**src/rtl/ctrl_decode_path_pkg.sv**
```systemverilog
// Shared constants and types for the ARM-subset control path: ALU opcodes,
// addressing modes, instruction classes, control bundle and mnemonic constants.
package ctrl_pkg;

    localparam logic [3:0] ALU_AND = 4'b0000;
    localparam logic [3:0] ALU_EOR = 4'b0001;
    localparam logic [3:0] ALU_SUB = 4'b0010;
    localparam logic [3:0] ALU_RSB = 4'b0011;
    localparam logic [3:0] ALU_ADD = 4'b0100;
    localparam logic [3:0] ALU_ADC = 4'b0101;
    localparam logic [3:0] ALU_SBC = 4'b0110;
    localparam logic [3:0] ALU_RSC = 4'b0111;
    localparam logic [3:0] ALU_TST = 4'b1000;
    localparam logic [3:0] ALU_TEQ = 4'b1001;
    localparam logic [3:0] ALU_CMP = 4'b1010;
    localparam logic [3:0] ALU_CMN = 4'b1011;
    localparam logic [3:0] ALU_ORR = 4'b1100;
    localparam logic [3:0] ALU_MOV = 4'b1101;
    localparam logic [3:0] ALU_BIC = 4'b1110;
    localparam logic [3:0] ALU_MVN = 4'b1111;

    localparam logic [1:0] AM_IMM    = 2'b00;
    localparam logic [1:0] AM_REG    = 2'b01;
    localparam logic [1:0] AM_SHIFT  = 2'b10;
    localparam logic [1:0] AM_REGOFF = 2'b11;

    localparam logic [2:0] CLS_DP_REG = 3'b000;
    localparam logic [2:0] CLS_DP_IMM = 3'b001;
    localparam logic [2:0] CLS_LS_IMM = 3'b010;
    localparam logic [2:0] CLS_LS_REG = 3'b011;
    localparam logic [2:0] CLS_BRANCH = 3'b101;

    localparam int KW_CHARS_DEF  = 6;
    localparam int KW_BASE_CHARS = 6;

    localparam logic [47:0] KW_NOP   = 48'("NOP   ");
    localparam logic [47:0] KW_UNDEF = 48'("UNDEF ");
    localparam logic [47:0] KW_LDR   = 48'("LDR   ");
    localparam logic [47:0] KW_LDRB  = 48'("LDRB  ");
    localparam logic [47:0] KW_STR   = 48'("STR   ");
    localparam logic [47:0] KW_STRB  = 48'("STRB  ");
    localparam logic [47:0] KW_B     = 48'("B     ");
    localparam logic [47:0] KW_BL    = 48'("BL    ");

    typedef struct packed {
        logic [3:0] opcode;
        logic [1:0] am;
        logic       s_enable;
        logic       load_instr;
        logic       rf_enable;
        logic       size_enable;
        logic       rw_enable;
        logic       enable_signal;
        logic       bl_instr;
        logic       b_instr;
    } ctrl_t;

    function automatic logic [47:0] dp_keyword(input logic [3:0] op);
        logic [47:0] kw;
        case (op)
            ALU_AND: kw = 48'("AND   ");
            ALU_EOR: kw = 48'("EOR   ");
            ALU_SUB: kw = 48'("SUB   ");
            ALU_RSB: kw = 48'("RSB   ");
            ALU_ADD: kw = 48'("ADD   ");
            ALU_ADC: kw = 48'("ADC   ");
            ALU_SBC: kw = 48'("SBC   ");
            ALU_RSC: kw = 48'("RSC   ");
            ALU_TST: kw = 48'("TST   ");
            ALU_TEQ: kw = 48'("TEQ   ");
            ALU_CMP: kw = 48'("CMP   ");
            ALU_CMN: kw = 48'("CMN   ");
            ALU_ORR: kw = 48'("ORR   ");
            ALU_MOV: kw = 48'("MOV   ");
            ALU_BIC: kw = 48'("BIC   ");
            ALU_MVN: kw = 48'("MVN   ");
            default: kw = KW_UNDEF;
        endcase
        return kw;
    endfunction

endpackage

```
**src/rtl/ctrl_decode_path_decoder.sv**
```systemverilog
// Combinational instruction decoder: controls plus optional ASCII mnemonic.
// Mnemonic ROM is built only when CTRL_KEYWORD_EN is defined.
module ctrl_decoder
    import ctrl_pkg::*;
#(
    parameter int KW_CHARS = KW_CHARS_DEF
) (
    input  logic [31:0]           instruction,
    output ctrl_t                 ctrl,
    output logic [8*KW_CHARS-1:0] keyword
);

    ctrl_t ctrl_s;

    // Control decode; the all-zero word is a NOP rather than AND r0,r0,r0.
    always_comb begin
        ctrl_s = '0;
        if (instruction == 32'h0000_0000) begin
            ctrl_s = '0;
        end else begin
            case (instruction[27:25])
                CLS_DP_REG, CLS_DP_IMM: begin
                    ctrl_s.opcode    = instruction[24:21];
                    ctrl_s.s_enable  = instruction[20];
                    ctrl_s.rf_enable = (instruction[24:23] != 2'b10);
                    if (instruction[25]) begin
                        ctrl_s.am = AM_IMM;
                    end else if (instruction[11:4] == 8'h00) begin
                        ctrl_s.am = AM_REG;
                    end else begin
                        ctrl_s.am = AM_SHIFT;
                    end
                end
                CLS_LS_IMM, CLS_LS_REG: begin
                    ctrl_s.enable_signal = 1'b1;
                    ctrl_s.load_instr    = instruction[20];
                    ctrl_s.rf_enable     = instruction[20];
                    ctrl_s.rw_enable     = ~instruction[20];
                    ctrl_s.size_enable   = instruction[22];
                    ctrl_s.opcode        = instruction[23] ? ALU_ADD : ALU_SUB;
                    ctrl_s.am            = instruction[25] ? AM_REGOFF : AM_SHIFT;
                end
                CLS_BRANCH: begin
                    ctrl_s.b_instr   = 1'b1;
                    ctrl_s.bl_instr  = instruction[24];
                    ctrl_s.rf_enable = instruction[24];
                end
                default: ctrl_s = '0;
            endcase
        end
    end

    assign ctrl = ctrl_s;

`ifdef CTRL_KEYWORD_EN
    logic [47:0]           mn_s;
    logic [8*KW_CHARS-1:0] kw_s;

    // Mnemonic selection mirrors the class decode above.
    always_comb begin
        mn_s = KW_UNDEF;
        if (instruction == 32'h0000_0000) begin
            mn_s = KW_NOP;
        end else begin
            case (instruction[27:25])
                CLS_DP_REG, CLS_DP_IMM: mn_s = dp_keyword(instruction[24:21]);
                CLS_LS_IMM, CLS_LS_REG: begin
                    if (instruction[20]) begin
                        mn_s = instruction[22] ? KW_LDRB : KW_LDR;
                    end else begin
                        mn_s = instruction[22] ? KW_STRB : KW_STR;
                    end
                end
                CLS_BRANCH: mn_s = instruction[24] ? KW_BL : KW_B;
                default:    mn_s = KW_UNDEF;
            endcase
        end
    end

    // Left-justify into KW_CHARS characters, padding with spaces or truncating.
    always_comb begin
        kw_s = '0;
        for (int i = 0; i < KW_CHARS; i++) begin
            if (i < KW_BASE_CHARS) begin
                kw_s[8*(KW_CHARS-1-i) +: 8] = mn_s[8*(KW_BASE_CHARS-1-i) +: 8];
            end else begin
                kw_s[8*(KW_CHARS-1-i) +: 8] = 8'h20;
            end
        end
    end

    assign keyword = kw_s;
`else
    assign keyword = {(8*KW_CHARS){1'b0}};
`endif

endmodule

```
**src/rtl/ctrl_decode_path.sv**
```systemverilog
// ID-stage control path: decoder, bubble mux and the EX/MEM control register.
// Define CTRL_KEYWORD_EN to build the ASCII mnemonic output.
module ctrl_decode_path
    import ctrl_pkg::*;
#(
    parameter int KW_CHARS = KW_CHARS_DEF
) (
    input  logic                  clk,
    input  logic                  R,
    input  logic [31:0]           instruction,
    input  logic                  S,
    output logic [3:0]            ID_opcode,
    output logic [1:0]            ID_AM,
    output logic                  ID_S_enable,
    output logic                  ID_load_instr,
    output logic                  ID_RF_enable,
    output logic                  ID_Size_enable,
    output logic                  ID_RW_enable,
    output logic                  ID_Enable_signal,
    output logic                  ID_BL_instr,
    output logic                  ID_B_instr,
    output logic [8*KW_CHARS-1:0] keyword,
    input  logic                  in_EX_load_instr,
    input  logic                  in_EX_RF_enable,
    input  logic                  in_EX_Size_enable,
    input  logic                  in_EX_RW_enable,
    input  logic                  in_EX_Enable_signal,
    output logic                  MEM_load_instr,
    output logic                  MEM_RF_enable,
    output logic                  MEM_Size_enable,
    output logic                  MEM_RW_enable,
    output logic                  MEM_Enable_signal
);

    ctrl_t      dec_ctrl_s;
    ctrl_t      id_ctrl_s;
    logic [4:0] mem_ctrl_r;

    ctrl_decoder #(
        .KW_CHARS (KW_CHARS)
    ) u_decoder (
        .instruction (instruction),
        .ctrl        (dec_ctrl_s),
        .keyword     (keyword)
    );

    // Bubble mux: S squashes every ID control to zero; the keyword is not muxed.
    always_comb begin
        id_ctrl_s = '0;
        if (S) begin
            id_ctrl_s = '0;
        end else begin
            id_ctrl_s = dec_ctrl_s;
        end
    end

    assign ID_opcode        = id_ctrl_s.opcode;
    assign ID_AM            = id_ctrl_s.am;
    assign ID_S_enable      = id_ctrl_s.s_enable;
    assign ID_load_instr    = id_ctrl_s.load_instr;
    assign ID_RF_enable     = id_ctrl_s.rf_enable;
    assign ID_Size_enable   = id_ctrl_s.size_enable;
    assign ID_RW_enable     = id_ctrl_s.rw_enable;
    assign ID_Enable_signal = id_ctrl_s.enable_signal;
    assign ID_BL_instr      = id_ctrl_s.bl_instr;
    assign ID_B_instr       = id_ctrl_s.b_instr;

    // EX/MEM control register, captured every edge, cleared asynchronously by R.
    always_ff @(posedge clk or negedge R) begin
        if (!R) begin
            mem_ctrl_r <= 5'b0_0000;
        end else begin
            mem_ctrl_r <= {in_EX_load_instr, in_EX_RF_enable, in_EX_Size_enable,
                           in_EX_RW_enable, in_EX_Enable_signal};
        end
    end

    assign MEM_load_instr    = mem_ctrl_r[4];
    assign MEM_RF_enable     = mem_ctrl_r[3];
    assign MEM_Size_enable   = mem_ctrl_r[2];
    assign MEM_RW_enable     = mem_ctrl_r[1];
    assign MEM_Enable_signal = mem_ctrl_r[0];

endmodule

```
**config.mk**
```make
export PLATFORM = sky130hd
export DESIGN_NAME = ctrl_decode_path
export DESIGN_NICKNAME = d
export VERILOG_FILES = /design/src/rtl/ctrl_decode_path_pkg.sv /design/src/rtl/ctrl_decode_path_decoder.sv /design/src/rtl/ctrl_decode_path.sv
export SDC_FILE = /design/constraint.sdc
export NUM_CORES = 1
export LEC_CHECK = 0
export ABC_AREA = 1
export CORE_MARGIN = 2
export CORE_UTILIZATION = 24
export CTS_CLUSTER_DIAMETER = 50
export DETAILED_ROUTE_END_ITERATION = 10
export PLACE_DENSITY = 0.9
export SLEW_MARGIN = 20
export SYNTH_ARGS = -nofsm -noshare
export SYNTH_HDL_FRONTEND = slang
export SYNTH_SLANG_ARGS = --single-unit
```
**constraint.sdc**
```tcl
create_clock -name clk -period 0.9 [get_ports clk]
set_clock_uncertainty 0.15 [all_clocks]
set_input_delay 0.09 -clock clk [delete_from_list [all_inputs] [get_ports clk]]
set_output_delay 0.09 -clock clk [all_outputs]
set_load 0.02 [all_outputs]
```
### Yosys cells after proc, flatten, opt, wreduce, memory -nomap -nowiden

Cells that the tools add are included.

* bits in registers: 5
* logic and storage cells: 24

* bitwise gates (word level): 1
* multiplexer cells: 12
* reductions and logical operators: 5
* equal/unequal tests: 5

Operator list (count)
* $logic_not 32->1: 1
* $mux 14: 2
* $pmux 6 s2: 1
* $logic_not 8->1: 1
* $eq 3x2->1 const B: 2
* $mux 2: 3
* $mux 3: 2
* $reduce_or 2->1: 2
* $eq 3x1->1 const B: 1
* $eq 3x3->1 const B: 1
* $logic_not 3->1: 1
* $mux 1: 3
* $pmux 1 s3: 1
* $ne 2x2->1 const B: 1
* $not 1->1: 1

### Longest topological paths before layout

* depth in word-level cells: 6
* mapped depth: 6
* depth with buffers taken out: 6

### Cells and area by module

A second synthesis with hierarchy kept.

* cell total of the unflattened synthesis: 146
* area total of the unflattened synthesis: 872.1 um2

By module, submodules not included
* ctrl_decoder: times used 1, cells an instance 112, area an instance 630.6 um2
* ctrl_decode_path: times used 1, cells an instance 34, area an instance 241.5 um2

### Worst setup path before layout

Ideal clock, no wire load.

* path type: input -> output
* from: input port instruction[27]
* to: output port ID_opcode[1]
* stages: 5
* path buffers: 0
* data arrival time: 1.020 ns
* data required time: 0.660 ns
* path slack: -0.360 ns
* cells stage by stage: inv_1 > nand2_1 > nor2_1 > inv_1 > o32ai_1

* longest elaborated chain between the ends: 5
* elaborated cells between the ends (all ways): 10
* classes of those cells: eq/ne: 3; mux: 3; reduce/logical: 4

Ends and longest elaborated chain
* start, declared: line ctrl_decode_path.sv:10 `input logic [31:0] instruction,`
* $eq 3x2->1, or another cell as far along: line ctrl_decode_path_decoder.sv:21 `case (instruction[27:25])`
* $reduce_or 2->1: line ctrl_decode_path_decoder.sv:21
* $pmux 6 s2: line ctrl_decode_path_decoder.sv:21
* $mux 14 (*): line ctrl_decode_path_decoder.sv:18 `if (instruction == 32'h0000_0000) begin`
* $mux 14 (*): line ctrl_decode_path.sv:50 `if (S) begin`
* end, declared: line ctrl_decode_path.sv:12 `output logic [3:0] ID_opcode,`

Every way passes the cells marked *; elsewhere a longest branch is shown, timed or not.

### Final worst setup path

* from: input port instruction[24]
* to: output port ID_RF_enable

* longest elaborated chain between the ends: 4
* elaborated cells between the ends (all ways): 5
* classes of those cells: eq/ne: 1; mux: 3; reduce/logical: 1

Ends and longest elaborated chain
* $ne 2x2->1: line ctrl_decode_path_decoder.sv:25 `ctrl_s.rf_enable = (instruction[24:23] != 2'b10);`
* $pmux 1 s3: line ctrl_decode_path_decoder.sv:21
* $mux 14 (*): line ctrl_decode_path_decoder.sv:18
* $mux 14 (*): line ctrl_decode_path.sv:50
* end, declared: line ctrl_decode_path.sv:16 `output logic ID_RF_enable,`

Marks and branches as above.

==> qor.tcl <==
set qor(leakage_nw) 0.778
set qor(cp-startpoint) {instruction[24]}
set qor(vias) 892
set qor(layout_area_overhead_pct) 98.4
set qor(final.min_clock_period_ns) 1.23
set qor(setup_viol_count_final) 17
set qor(max-vdd-ir-drop_mv) 0.277
set qor(run_status) {finished with violations}
set qor(netlist_top_cells_area) {sky130_fd_sc_hd__buf_4 47%, sky130_fd_sc_hd__dfrtp_1 16%, sky130_fd_sc_hd__nor2_1 16%, sky130_fd_sc_hd__nand2_1 7.8%, sky130_fd_sc_hd__inv_1 3.4%}
set qor(final_area_um2) 1530
set qor(post_drt_wl_per_cell_um) 10.4
set qor(registers.top_by_ff_count) {mem_ctrl_r}
set qor(maxCapViolCount) 0
set qor(clock-sinks) 5
set qor(final.fill_count) 299
set qor(drt-total-wl_mm) 2.53
set qor(io_buffer_count) 58
set qor(cp_num_cells) 8
set qor(worstPathMaxFanout) 3
set qor(critPathCaptureType) {output port}
set qor(die_height_um) 60.7
set qor(detailroute.wirelength.met2_mm) 1.51
set qor(fin_ws_ns) -0.328
set qor(critPathArrivalTime_ns) 0.99
set qor(groute.usage.overall_pct) 11.5
set qor(grt_antenna_before_repair) 0
set qor(synth_sequential_area_ratio_pct) 16.2
set qor(finalCritPeriodShare_pct) 136
set qor(post-dp-hpwl_mm) 1.79
set qor(post_drt_via_cell_ratio) 3.66
set qor(crit_family) {simple AND/OR/NAND/NOR gates}
set qor(clock_tree.root_cell) {sky130_fd_sc_hd__clkbuf_4}
set qor(htree_num_levels) 1
set qor(power_density_nw_per_um2) 773
set qor(flip_flop_count_of_the_largest_register_after_layout) 5
set qor(critPathMaxStageDelay_ns) 0.18
set qor(post-route-drc-count) 0
set qor(first_global_vias) 761
set qor(final-hold-violation-count) 5
set qor(initial_utilization_pct) 25.3
set qor(grt_overflow_total) 0
set qor(yosys_warnings) 0
set qor(syn-cell-area_um2) 772
set qor(drt-initial-drc-count) 11
set qor(multi_input_area_um2) 622
set qor(synth_largest_area_cell) {sky130_fd_sc_hd__buf_4}
set qor(drv_slew) 0
set qor(setup.worst_path.start_class) {primary input}
set qor(synth_cells) 121
set qor(count_of_distinct_cell_types_in_the_synthesized_netlist) 16
set qor(cts_buffer_depth) 2
set qor(worst_path_cell_chain) {buf_2 > nor2_2 > nand2_1 > nor2_1 > nand2_1 > o21ai_4 > nor2_2 > buf_6}
set qor(floorplan.die_area_um2) 3690
set qor(timing.critical_path.required_ns) 0.66
set qor(die_width_um) 60.7
set qor(rows) 20
set qor(timing.hold.ws_ns) -0.0799
set qor(drt-pass1-iter-count) 4
set qor(stdcell_count) 244
set qor(routedLengthMet1_um) 755
set qor(count_of_buffering_cells_on_the_critical_path_with_inverters_included) 2
set qor(synth-seq-cells) 5
set qor(globalplace.congestion) 0.825
set qor(largest_registers) {mem_ctrl_r (5)}
set qor(post-place-cells) 230
set qor(fmax_mhz) 815
set qor(grt_pass1_wl_mm) 3.13
set qor(post_dp_cell_area_um2) 1340
set qor(final_layout_size_suffix_gt1_share_pct) 55.5
set qor(timing_worst_setup_path_type) {in -> out}
set qor(area.sequential_um2) 125
set qor(cts-buffers-inserted) 3
set qor(slowest_stage) {sky130_fd_sc_hd__o21ai_4}
set qor(met3_length_um) 220
set qor(cts_tree) {built}
set qor(critical_path.endpoint) {ID_RF_enable}
set qor(power.total_mw) 1.18
set qor(path_clk_slew_ns) 0.04
set qor(hp-class) {in -> async}
set qor(synth.top_cell.area_share_pct) 46.7
set qor(grt_setup_unrepaired) {true}
set qor(route.antenna.remaining_nets) 0
set qor(num_io_pins) 107
set qor(failing_checks) {negative hold slack, negative setup slack}
set qor(highest-signal-layer) {met4}
set qor(antenna_cells_inserted) 0
set qor(nets) 241
set qor(grt_max_degree) 7
set qor(core_region_area_um2) 3050
set qor(pre_cts_slack_ns) -1.14
set qor(synthesis.area_per_instance_um2) 6.38
## worst min path at each step
stage / from / end / slack (ns) / depth (start not counted)
6_report: R / mem_ctrl_r[0]$_DFF_PN0_ / -0.08 / 1
3_5_place_dp: R / mem_ctrl_r[1]$_DFF_PN0_ / 0.17 / 1
3_3_place_gp: R / mem_ctrl_r[1]$_DFF_PN0_ / 0.16 / 1
4_1_cts: R / mem_ctrl_r[1]$_DFF_PN0_ / -0.08 / 1
5_1_grt: R / mem_ctrl_r[0]$_DFF_PN0_ / -0.07 / 1
2_1_floorplan: R / mem_ctrl_r[0]$_DFF_PN0_ / -0.36 / 0
## repair_timing
item / 4_1_cts / 5_1_grt
gates resized for setup: 239 / 41
endpoints found under the hold margin: 5 / 5
endpoints found under the setup margin: 19 / 17
cloned: 1 / 0
pin swaps: 36 / 25
buffers inserted: 2 / 7
## metrics by stage
step           TNS, ns  util (%)
2_1_floorplan   -0.396         -
5_1_grt          -3.00      50.2
3_3_place_gp    -15.33      43.9
4_1_cts          -1.87      44.6
3_5_place_dp    -15.43      43.9
6_report         -2.34      50.2
## cells by family (layout without fill, tap and decap cells)
group	Yosys count	in the layout	share of synthesized area [%]
buffers and inverters	56	88	50.6
AND/OR/NAND/NOR	53	53	27.6
flip-flops	5	5	16.2
AO/OA/AOI/OAI	6	6	5.19
other	1	48	0.486
## where the power goes
part	internal, mW	switching, mW
sequential	0.237	0.00521
combinational	0.281	0.407
clock	0.167	0.0858
## routing by layer
| metal | track usage, % | up-vias |
|---|---|---|
| met1 | 11.6 | 393 |
| met5 | 0 | - |
| li1 | - | 430 |
| met2 | 22.3 | 65 |
| met4 | 5.59 | 0 |
| met3 | 1.92 | 4 |
## cells in the final DEF, fill, tap and decap left out, drive strengths merged
cell type / count
a21oi: 1
a31oi: 2
buf: 65
clkbuf: 10
clkdlybuf4s50: 6
conb: 48
dfrtp: 5
inv: 7
nand2: 17
nand3: 1
nor2: 33
nor3: 2
o21ai: 2
o32ai: 1
## synth_stat cells (all sizes together)
master	number
o32ai	1
inv	7
conb	1
nor2	33
dfrtp	5
nor3	2
a31oi	2
a21oi	1
buf	48
o21ai	2
clkbuf	1
nand2	17
nand3	1
## layout make-up
| class | instances | share of cell area (%) |
|---|---|---|
| tap | 44 | 3.59 |
| multi-input combinational | 107 | 40.6 |
| clock buffer | 4 | 1.72 |
| timing repair buffer | 77 | 43.5 |
| inverter | 7 | 2.37 |
| sequential | 5 | 8.17 |
No activity file was read; power rests on OpenSTA's default activity.
